[config.mk]
export PLATFORM = sky130hd
export DESIGN_NAME = id_hazard_ctrl_flat
export DESIGN_NICKNAME = d
export VERILOG_FILES = /design/src/rtl/id_hazard_ctrl_if.sv /design/src/rtl/id_hazard_ctrl.sv /design/src/flat_wrapper.sv
export SDC_FILE = /design/constraint.sdc
export NUM_CORES = 1
export LEC_CHECK = 0
export BUFFER_PORTS_ARGS = -buffer_cell sky130_fd_sc_hd__buf_4
export CAP_MARGIN = 20
export CORE_UTILIZATION = 45
export DETAILED_ROUTE_END_ITERATION = 7
export HOLD_SLACK_MARGIN = 0.02
export PLACE_DENSITY_LB_ADDON = 0.15
export SETUP_SLACK_MARGIN = 0.3
export SYNTH_ARGS = -nofsm -noshare
export SYNTH_HDL_FRONTEND = slang
export SYNTH_SLANG_ARGS = --single-unit
[constraint.sdc]
create_clock -name clk -period 1.6 [get_ports clk]
set_input_delay 0.16 -clock clk [delete_from_list [all_inputs] [get_ports clk]]
set_output_delay 0.16 -clock clk [all_outputs]
set_load 0.1 [all_outputs]
[src/rtl/id_hazard_ctrl_if.sv]
// ---------------------------------------------------------------------------
// id_hazard_ctrl_if
//  Bundle between the ID-stage hazard controller and the pipeline around it.
//  Inputs to the controller: ID source registers and their use flags, EX
//  destination / load flag, branch mispredict and the global freeze.
//  Outputs from the controller: PC and IF/ID write enables, IF/ID flush,
//  ID/EX bubble, FSM state and the two saturating statistics counters.
//  master : the pipeline side (drives decode/EX info, observes controls)
//  slave  : the hazard controller
// ---------------------------------------------------------------------------
interface id_hazard_ctrl_if #(
  parameter int CNT_W = 16
);
  logic [4:0]       id_rs1;
  logic [4:0]       id_rs2;
  logic             id_rs1_used;
  logic             id_rs2_used;
  logic [4:0]       ex_rd;
  logic             ex_mem_read;
  logic             ex_mispredict;
  logic             ext_hold;
  logic             pc_write_en;
  logic             if_id_write_en;
  logic             if_id_flush;
  logic             id_ex_bubble;
  logic [1:0]       state_o;
  logic [CNT_W-1:0] stall_cnt;
  logic [CNT_W-1:0] flush_cnt;

  modport master (
    output id_rs1, id_rs2, id_rs1_used, id_rs2_used,
    output ex_rd, ex_mem_read, ex_mispredict, ext_hold,
    input  pc_write_en, if_id_write_en, if_id_flush, id_ex_bubble,
    input  state_o, stall_cnt, flush_cnt
  );

  modport slave (
    input  id_rs1, id_rs2, id_rs1_used, id_rs2_used,
    input  ex_rd, ex_mem_read, ex_mispredict, ext_hold,
    output pc_write_en, if_id_write_en, if_id_flush, id_ex_bubble,
    output state_o, stall_cnt, flush_cnt
  );
endinterface

[src/rtl/id_hazard_ctrl.sv]
// ---------------------------------------------------------------------------
// id_hazard_ctrl
//  Stall/flush sequencer for the decode stage. Detects load-use hazards
//  against a load in EX, holds PC and IF/ID for LOAD_STALL_CYCLES bubbles,
//  and flushes IF/ID plus bubbles ID/EX for FLUSH_CYCLES after a mispredict.
//  Control outputs are combinational from the registered state and the
//  current inputs, so a hazard is answered in the cycle it appears.
//  Ports:
//   clk  : rising-edge clock
//   rstn : asynchronous reset, active HIGH (historical name)
//   hz   : slave side of id_hazard_ctrl_if (hazard inputs, pipeline
//          controls, state_o, stall_cnt, flush_cnt)
// ---------------------------------------------------------------------------
module id_hazard_ctrl #(
  parameter int LOAD_STALL_CYCLES = 1,
  parameter int FLUSH_CYCLES      = 1,
  parameter int CNT_W             = 16
) (
  input  logic            clk,
  input  logic            rstn,
  id_hazard_ctrl_if.slave hz
);

  localparam logic [1:0] ST_RUN    = 2'd0;
  localparam logic [1:0] ST_LSTALL = 2'd1;
  localparam logic [1:0] ST_FLUSH  = 2'd2;

  // One down-counter serves both multi-cycle states; size it for the longer.
  localparam int MAX_LEN = (LOAD_STALL_CYCLES > FLUSH_CYCLES) ? LOAD_STALL_CYCLES : FLUSH_CYCLES;
  localparam int CW      = (MAX_LEN > 1) ? $clog2(MAX_LEN) : 1;
  localparam logic [CW-1:0] LSTALL_LOAD = CW'(LOAD_STALL_CYCLES - 1);
  localparam logic [CW-1:0] FLUSH_LOAD  = CW'(FLUSH_CYCLES - 1);

  logic [1:0]       state_r, state_nx_s, state_dec_s;
  logic [CW-1:0]    cnt_r, cnt_nx_s;
  logic [CNT_W-1:0] stall_cnt_r, stall_nx_s;
  logic [CNT_W-1:0] flush_cnt_r, flush_nx_s;
  logic             hazard_s;
  logic             pc_we_s, if_id_we_s, flush_s, bubble_s;

  // Statistics never wrap: stick at all-ones.
  function automatic logic [CNT_W-1:0] sat_inc(input logic [CNT_W-1:0] v);
    if (v == {CNT_W{1'b1}}) begin
      sat_inc = v;
    end else begin
      sat_inc = v + CNT_W'(1);
    end
  endfunction

  // Load-use hazard detect and state decode (encoding 3 behaves as RUN).
  always_comb begin
    hazard_s = hz.ex_mem_read && (hz.ex_rd != 5'd0) &&
               ((hz.id_rs1_used && (hz.id_rs1 == hz.ex_rd)) ||
                (hz.id_rs2_used && (hz.id_rs2 == hz.ex_rd)));
    if ((state_r == ST_LSTALL) || (state_r == ST_FLUSH)) begin
      state_dec_s = state_r;
    end else begin
      state_dec_s = ST_RUN;
    end
  end

  // State, sequencing counter and statistics registers.
  always_ff @(posedge clk or posedge rstn) begin
    if (rstn) begin
      state_r     <= ST_RUN;
      cnt_r       <= '0;
      stall_cnt_r <= '0;
      flush_cnt_r <= '0;
    end else begin
      state_r     <= state_nx_s;
      cnt_r       <= cnt_nx_s;
      stall_cnt_r <= stall_nx_s;
      flush_cnt_r <= flush_nx_s;
    end
  end

  // Next-state logic: freeze > mispredict > per-state sequencing.
  always_comb begin
    state_nx_s = state_r;
    cnt_nx_s   = cnt_r;
    stall_nx_s = stall_cnt_r;
    flush_nx_s = flush_cnt_r;
    if (hz.ext_hold) begin
      state_nx_s = state_r;
    end else if (hz.ex_mispredict) begin
      // Same handling from every state; also aborts a load stall.
      flush_nx_s = sat_inc(flush_cnt_r);
      if (FLUSH_CYCLES > 1) begin
        state_nx_s = ST_FLUSH;
        cnt_nx_s   = FLUSH_LOAD;
      end else begin
        state_nx_s = ST_RUN;
        cnt_nx_s   = '0;
      end
    end else begin
      case (state_dec_s)
        ST_RUN: begin
          if (hazard_s) begin
            stall_nx_s = sat_inc(stall_cnt_r);
            if (LOAD_STALL_CYCLES > 1) begin
              state_nx_s = ST_LSTALL;
              cnt_nx_s   = LSTALL_LOAD;
            end else begin
              state_nx_s = ST_RUN;
              cnt_nx_s   = '0;
            end
          end else begin
            state_nx_s = ST_RUN;
          end
        end
        ST_LSTALL: begin
          // Hazard is deliberately not re-evaluated while stalling.
          stall_nx_s = sat_inc(stall_cnt_r);
          if (cnt_r <= CW'(1)) begin
            state_nx_s = ST_RUN;
            cnt_nx_s   = '0;
          end else begin
            state_nx_s = ST_LSTALL;
            cnt_nx_s   = cnt_r - CW'(1);
          end
        end
        ST_FLUSH: begin
          if (cnt_r <= CW'(1)) begin
            state_nx_s = ST_RUN;
            cnt_nx_s   = '0;
          end else begin
            state_nx_s = ST_FLUSH;
            cnt_nx_s   = cnt_r - CW'(1);
          end
        end
        default: begin
          state_nx_s = ST_RUN;
          cnt_nx_s   = '0;
        end
      endcase
    end
  end

  // Pipeline control outputs from state plus live inputs.
  always_comb begin
    pc_we_s    = 1'b0;
    if_id_we_s = 1'b0;
    flush_s    = 1'b0;
    bubble_s   = 1'b0;
    if (rstn) begin
      bubble_s = 1'b1;
    end else if (hz.ext_hold) begin
      bubble_s = 1'b0;
    end else if (hz.ex_mispredict || (state_dec_s == ST_FLUSH)) begin
      pc_we_s    = 1'b1;
      if_id_we_s = 1'b1;
      flush_s    = 1'b1;
      bubble_s   = 1'b1;
    end else begin
      case (state_dec_s)
        ST_RUN: begin
          if (hazard_s) begin
            bubble_s = 1'b1;
          end else begin
            pc_we_s    = 1'b1;
            if_id_we_s = 1'b1;
          end
        end
        ST_LSTALL: begin
          bubble_s = 1'b1;
        end
        default: begin
          pc_we_s    = 1'b1;
          if_id_we_s = 1'b1;
        end
      endcase
    end
  end

  assign hz.pc_write_en    = pc_we_s;
  assign hz.if_id_write_en = if_id_we_s;
  assign hz.if_id_flush    = flush_s;
  assign hz.id_ex_bubble   = bubble_s;
  assign hz.state_o        = state_r;
  assign hz.stall_cnt      = stall_cnt_r;
  assign hz.flush_cnt      = flush_cnt_r;

endmodule

[src/flat_wrapper.sv]
// flat-port wrapper written by rule: the top's interface ports become plain ports
module id_hazard_ctrl_flat 
#(
  parameter int LOAD_STALL_CYCLES = 1,
  parameter int FLUSH_CYCLES      = 1,
  parameter int CNT_W             = 16
)
  (clk, rstn, hz_id_rs1, hz_id_rs2, hz_id_rs1_used, hz_id_rs2_used, hz_ex_rd, hz_ex_mem_read, hz_ex_mispredict, hz_ext_hold, hz_pc_write_en, hz_if_id_write_en, hz_if_id_flush, hz_id_ex_bubble, hz_state_o, hz_stall_cnt, hz_flush_cnt);
  id_hazard_ctrl_if #(.CNT_W(CNT_W)) hz_i ();
  input  logic clk;
  input  logic rstn;
  input wire logic [$bits(hz_i.id_rs1)-1:0] hz_id_rs1;
  input wire logic [$bits(hz_i.id_rs2)-1:0] hz_id_rs2;
  input wire logic [$bits(hz_i.id_rs1_used)-1:0] hz_id_rs1_used;
  input wire logic [$bits(hz_i.id_rs2_used)-1:0] hz_id_rs2_used;
  input wire logic [$bits(hz_i.ex_rd)-1:0] hz_ex_rd;
  input wire logic [$bits(hz_i.ex_mem_read)-1:0] hz_ex_mem_read;
  input wire logic [$bits(hz_i.ex_mispredict)-1:0] hz_ex_mispredict;
  input wire logic [$bits(hz_i.ext_hold)-1:0] hz_ext_hold;
  output wire logic [$bits(hz_i.pc_write_en)-1:0] hz_pc_write_en;
  output wire logic [$bits(hz_i.if_id_write_en)-1:0] hz_if_id_write_en;
  output wire logic [$bits(hz_i.if_id_flush)-1:0] hz_if_id_flush;
  output wire logic [$bits(hz_i.id_ex_bubble)-1:0] hz_id_ex_bubble;
  output wire logic [$bits(hz_i.state_o)-1:0] hz_state_o;
  output wire logic [$bits(hz_i.stall_cnt)-1:0] hz_stall_cnt;
  output wire logic [$bits(hz_i.flush_cnt)-1:0] hz_flush_cnt;
  assign hz_i.id_rs1 = hz_id_rs1;
  assign hz_i.id_rs2 = hz_id_rs2;
  assign hz_i.id_rs1_used = hz_id_rs1_used;
  assign hz_i.id_rs2_used = hz_id_rs2_used;
  assign hz_i.ex_rd = hz_ex_rd;
  assign hz_i.ex_mem_read = hz_ex_mem_read;
  assign hz_i.ex_mispredict = hz_ex_mispredict;
  assign hz_i.ext_hold = hz_ext_hold;
  assign hz_pc_write_en = hz_i.pc_write_en;
  assign hz_if_id_write_en = hz_i.if_id_write_en;
  assign hz_if_id_flush = hz_i.if_id_flush;
  assign hz_id_ex_bubble = hz_i.id_ex_bubble;
  assign hz_state_o = hz_i.state_o;
  assign hz_stall_cnt = hz_i.stall_cnt;
  assign hz_flush_cnt = hz_i.flush_cnt;
  id_hazard_ctrl #(.LOAD_STALL_CYCLES(LOAD_STALL_CYCLES), .FLUSH_CYCLES(FLUSH_CYCLES), .CNT_W(CNT_W)) u_core (.clk(clk), .rstn(rstn), .hz(hz_i));
endmodule
==> out/metrics.yaml, run 1 <==
outcome: "stopped before the end"
die-height_um: 65.0
syn_area_per_cell_um2: 9.99
tool.error: "[ERROR DPL-0038] Utilization greater than 100%, impossible to legalize"
synth_top_cells_by_count: "dfrtp_1, xnor2_1, nand4_1, nand3_1"
htreeDepth: 2
cts_hold_buffers: 0
synth_most_common_cell: "dfrtp_1"
clock_path_buffers: 2
initial_core_util_pct: 47.8
seq_area_frac_synth_pct: 44.8
root_buffer: "clkbuf_8"
failing_step: "global routing (5_1_grt)"
port_buffers: 57
synth.area.top_cells: "dfrtp_1, xnor2_1, xor2_1, nand4_1, nand3_1"
grt_max_degree: 33
netlist_area_mm2: 0.00179
postSynth.asyncResetShare_pct: 100
worstEpCategory: "primary output"
ys_warn_count: 0
cts_inserted_buffers: 5
synth_cell_types: 33
ys_ff_latch: 32
cts.sinks: 32
io_pins: 60
syn_inst: 179
synth_top_area_share_pct: 44.8
yosys.area.top_type: "dfrtp_1"
synth_edf_count: 0
dpl.hpwl_mm: 3.67
synth_ff_type: "dfrtp_1"
crit_endpoint: "hz_id_ex_bubble"
dieWidth_um: 65.0
gp_congestion: 0.838
rows: 22
[repair_timing]
item,in CTS
setup endpoints to repair,43
endpoints found under the hold margin,0
gates resized for setup,79
setup buffers,28
pin swaps,48
[through the flow]
stage | std cells | worst slack [ns] | setup TNS (ns) | instance area (µm²) | hold slack [ns]
2_1_floorplan | 180 | -0.659 | -5.08 | 2100 | 0.0926
3_3_place_gp | 318 | -0.111 | -0.829 | 2820 | 0.328
3_5_place_dp | 318 | -0.158 | -1.40 | 2820 | 0.343
4_1_cts | 354 | -0.0649 | -0.198 | 3510 | 0.0433
[cell families after synthesis]
logic type	Yosys count	share of synthesized area, %
other cells	1	0.210
buf+inv	7	2.31
simple gates	86	26.6
xor+xnor	38	18.6
flops	32	44.8
compound gates	10	4.20
mux	3	1.89
fa+ha+maj	2	1.40
==> run 2, diff against run 1 <==
--- a/config.mk
+++ b/config.mk
@@ -7,11 +7,9 @@
 export LEC_CHECK = 0
 export BUFFER_PORTS_ARGS = -buffer_cell sky130_fd_sc_hd__buf_4
 export CAP_MARGIN = 20
-export CORE_UTILIZATION = 45
+export CORE_UTILIZATION = 35
 export DETAILED_ROUTE_END_ITERATION = 7
-export HOLD_SLACK_MARGIN = 0.02
 export PLACE_DENSITY_LB_ADDON = 0.15
-export SETUP_SLACK_MARGIN = 0.3
 export SYNTH_ARGS = -nofsm -noshare
 export SYNTH_HDL_FRONTEND = slang
 export SYNTH_SLANG_ARGS = --single-unit
==> constraint.sdc (replaced) <==
create_clock -name clk -period 2.1 [get_ports clk]
set_input_delay 0.21 -clock clk [delete_from_list [all_inputs] [get_ports clk]]
set_output_delay 0.21 -clock clk [all_outputs]
set_load 0.1 [all_outputs]
==> run 2 against run 1 <==
Compared with the run above: the run now ends clean; synthesized cell count unchanged; synthesized area unchanged.
==> out/metrics.yaml, run 2 <==
seq_area_frac_synth_pct: 44.8  # unchanged
rrSetupSlack_ns: 0.36
crit_required_ns: 1.89
grtUsageTotal_pct: 17.0
cts_inserted_buffers: 5  # unchanged
critPathKind: "in2out"
synth_ff_type: "dfrtp_1"
drtAntennaViolNets: 0
antenna_found_initial: 0
finalInstanceArea_mm2: 0.00249
cap_violations: 0
syn_area_per_cell_um2: 9.99  # unchanged
clock_latency_ns: 0.28
dpl_cell_area_mm2: 0.00238  # -16%
die-height_um: 73.5  # +13%
cts_setup_buffers: 0  # -100%
first_iter_violations: 46
yosys.area.top_type: "dfrtp_1"
firstDrtPassIters: 4
met2_usage_pct: 30.7
wl_mm: 4.04
final_common_cell: "buf_4"
synth_cell_types: 33  # unchanged
synth_most_common_cell: "dfrtp_1"
swShare_pct: 42.9
drt-wirelength-per-cell_um: 12.9
clock_path_buffers: 2  # unchanged
rsz0062_at_grt: "no"
startpoint_type: "input pin"
cts.sinks: 32  # unchanged
grt-busiest-layer: "met2"
drc: 0
nets: 270
syn_to_final_growth_pct: 39.1
num_vias: 1513
globalRouteMet3Util_pct: 5.62
postSynth.asyncResetShare_pct: 100  # unchanged
grt-ovfl-total: 0
pwr-share-comb_pct: 37.0
fin_crit_ns: 1.84
dpl.hpwl_mm: 3.07  # -16%
dieWidth_um: 73.5  # +13%
hp-class: "in2async"
ys_warn_count: 0  # unchanged
syn_inst: 179  # unchanged
utilization_pct: 51.6
fin_cells: 314
cts_tree: "yes"
cts_resized: 0  # -100%
seqPwrFrac_pct: 35.9
fmax_mhz: 543
synth_top_cells_by_count: "dfrtp_1, xnor2_1, nand4_1, nand3_1"
io_pins: 60  # unchanged
root_buffer: "clkbuf_8"
switching_power_mw: 0.925
synth_edf_count: 0  # unchanged
crit_top_cell: "buf_4"
dieArea_mm2: 0.00540
clockPowerShare_pct: 27.1
crit_chain: "buf_4, or4_4, o21ai_4, nor2_2, nor3_4, buf_4"
timing.rr.start: "u_core.hz.stall_cnt[3]"
insertedDiodeCount: 0
crit_fanout: 3
r2r_cells: 5
slowest_delay_ns: 0.55
drv_slew: 0
cts_hold_buffers: 0  # unchanged
critPathTopFamily: "simple AND/OR/NAND/NOR gates"
outcome: "completed"
period_share_pct: 87.6
netlist_area_mm2: 0.00179  # unchanged
seqCellArea_um2: 835
power.density_mw_per_mm2: 867
port_buffers: 57  # unchanged
grt.met1_usage_pct: 18.5
hold_viol: 0
finalSetupTns_ns: 0
final_cell_mix: "buf_4, dfrtp_2, xnor2_1"
ys_ff_latch: 32  # unchanged
clk_pin_slew_worst_paths_ns: 0.07
core_mm2: 0.00482
n_fill_cell: 497
cp_num_buf_inv: 2
slowest_stage: "or4_4"
p_leak_nw: 1.10
crit_cells: 6
critPathCapture: "hz_pc_write_en"
multi_input_area_um2: 977
end_kind: "output port"
first_global_vias: 1587
via_per_inst: 4.82
initial_core_util_pct: 37.1  # -11 points
htreeDepth: 2  # unchanged
rr_endpoint: "u_core.hz.stall_cnt[11]"
p_int_mw: 1.23
cp.arrival_ns: 1.63
peakVddDrop_v: 0.000947
rows: 25  # +14%
fin_worst_skew_ns: 0.00485
synth_top_area_share_pct: 44.8  # unchanged
synth.area.top_cells: "dfrtp_1, xnor2_1, xor2_1, nand4_1, nand3_1"
gp_congestion: 0.763  # -8.9%
grt_max_degree: 33
critPathLaunch: "hz_ex_rd[0]"
finalSetupViolCount: 0
grt_pass1_wl_mm: 7.00
dpl.cell_count: 306  # -3.8%
drive_gt1_share_pct: 44.9
[run 2: cell counts after synthesis]
No cell type changed its count.
[run 2: through the flow]
step | hold slack (ns) | setup WS, ns | total power, mW
finish | 0.0468 | 0.260 | 2.16
global route | 0.0989 | 0.180 | 2.25
CTS | 0.0635 | 0.254 | 2.18
detailed placement | 0.375 | 0.240 | 1.59
global placement | 0.376 | 0.259 | 1.58
floorplan | 0.330 | -0.260 | 1.40
[run 2: final cells by class]
class | instances | share of cell area [%]
tap | 67 | 3.37
inverter | 3 | 0.453
multi-input combinational | 141 | 39.3
clock buffer | 6 | 2.92
timing repair buffer | 63 | 19.0
sequential | 32 | 33.6
clock inverter | 2 | 1.41
[run 2: kinds of logic after synthesis]
family                     after synthesis  synth area share [%]
AOI/OAI and AO/OA                       10                  4.20
xor gates and xnor gates                38                  18.6
adders and majority gates                2                  1.40
buffers and inverters                    7                  2.31
DFF                                     32                  44.8
muxes                                    3                  1.89
other                                    1                 0.210
and+or+nand+nor                         86                  26.6
[run 2: worst min-delay path by stage]
stage / startpoint / to / slack [ns] / depth (start not counted)
4_1_cts: rstn / u_core.hz.stall_cnt[9] / 0.06 / 3
3_5_place_dp: rstn / u_core.hz.flush_cnt[0] / 0.38 / 3
3_3_place_gp: rstn / u_core.hz.flush_cnt[1] / 0.38 / 3
2_1_floorplan: rstn / u_core.hz.stall_cnt[10] / 0.33 / 1
5_1_grt: rstn / u_core.hz.stall_cnt[10] / 0.1 / 3
6_report: rstn / u_core.hz.flush_cnt[0] / 0.05 / 3
[run 2: power by group through the flow]
stage | clock [mW] | combinational (mW) | sequential (mW)
3_5_place_dp | 0 | 0.804 | 0.788
5_1_grt | 0.631 | 0.836 | 0.788
3_3_place_gp | 0 | 0.799 | 0.784
4_1_cts | 0.604 | 0.805 | 0.776
2_1_floorplan | 0 | 0.186 | 1.21
6_report | 0.584 | 0.799 | 0.774
[run 2: layer usage]
layer,share of wire [%],vias to the layer above
li1,-,752
met1,44,719
met2,50,35
met3,4.2,7
met4,1.8,0
met5,0,-
[run 2: worst register-to-register path, stage by stage (launching register included)]
cell,delay (ns)
dfrtp_2,0.40
and4_1,0.22
nand3_1,0.11
nor4_1,0.33
nor3b_2,0.22
mux2_2,0.34
(Power assumes the default switching activity.)
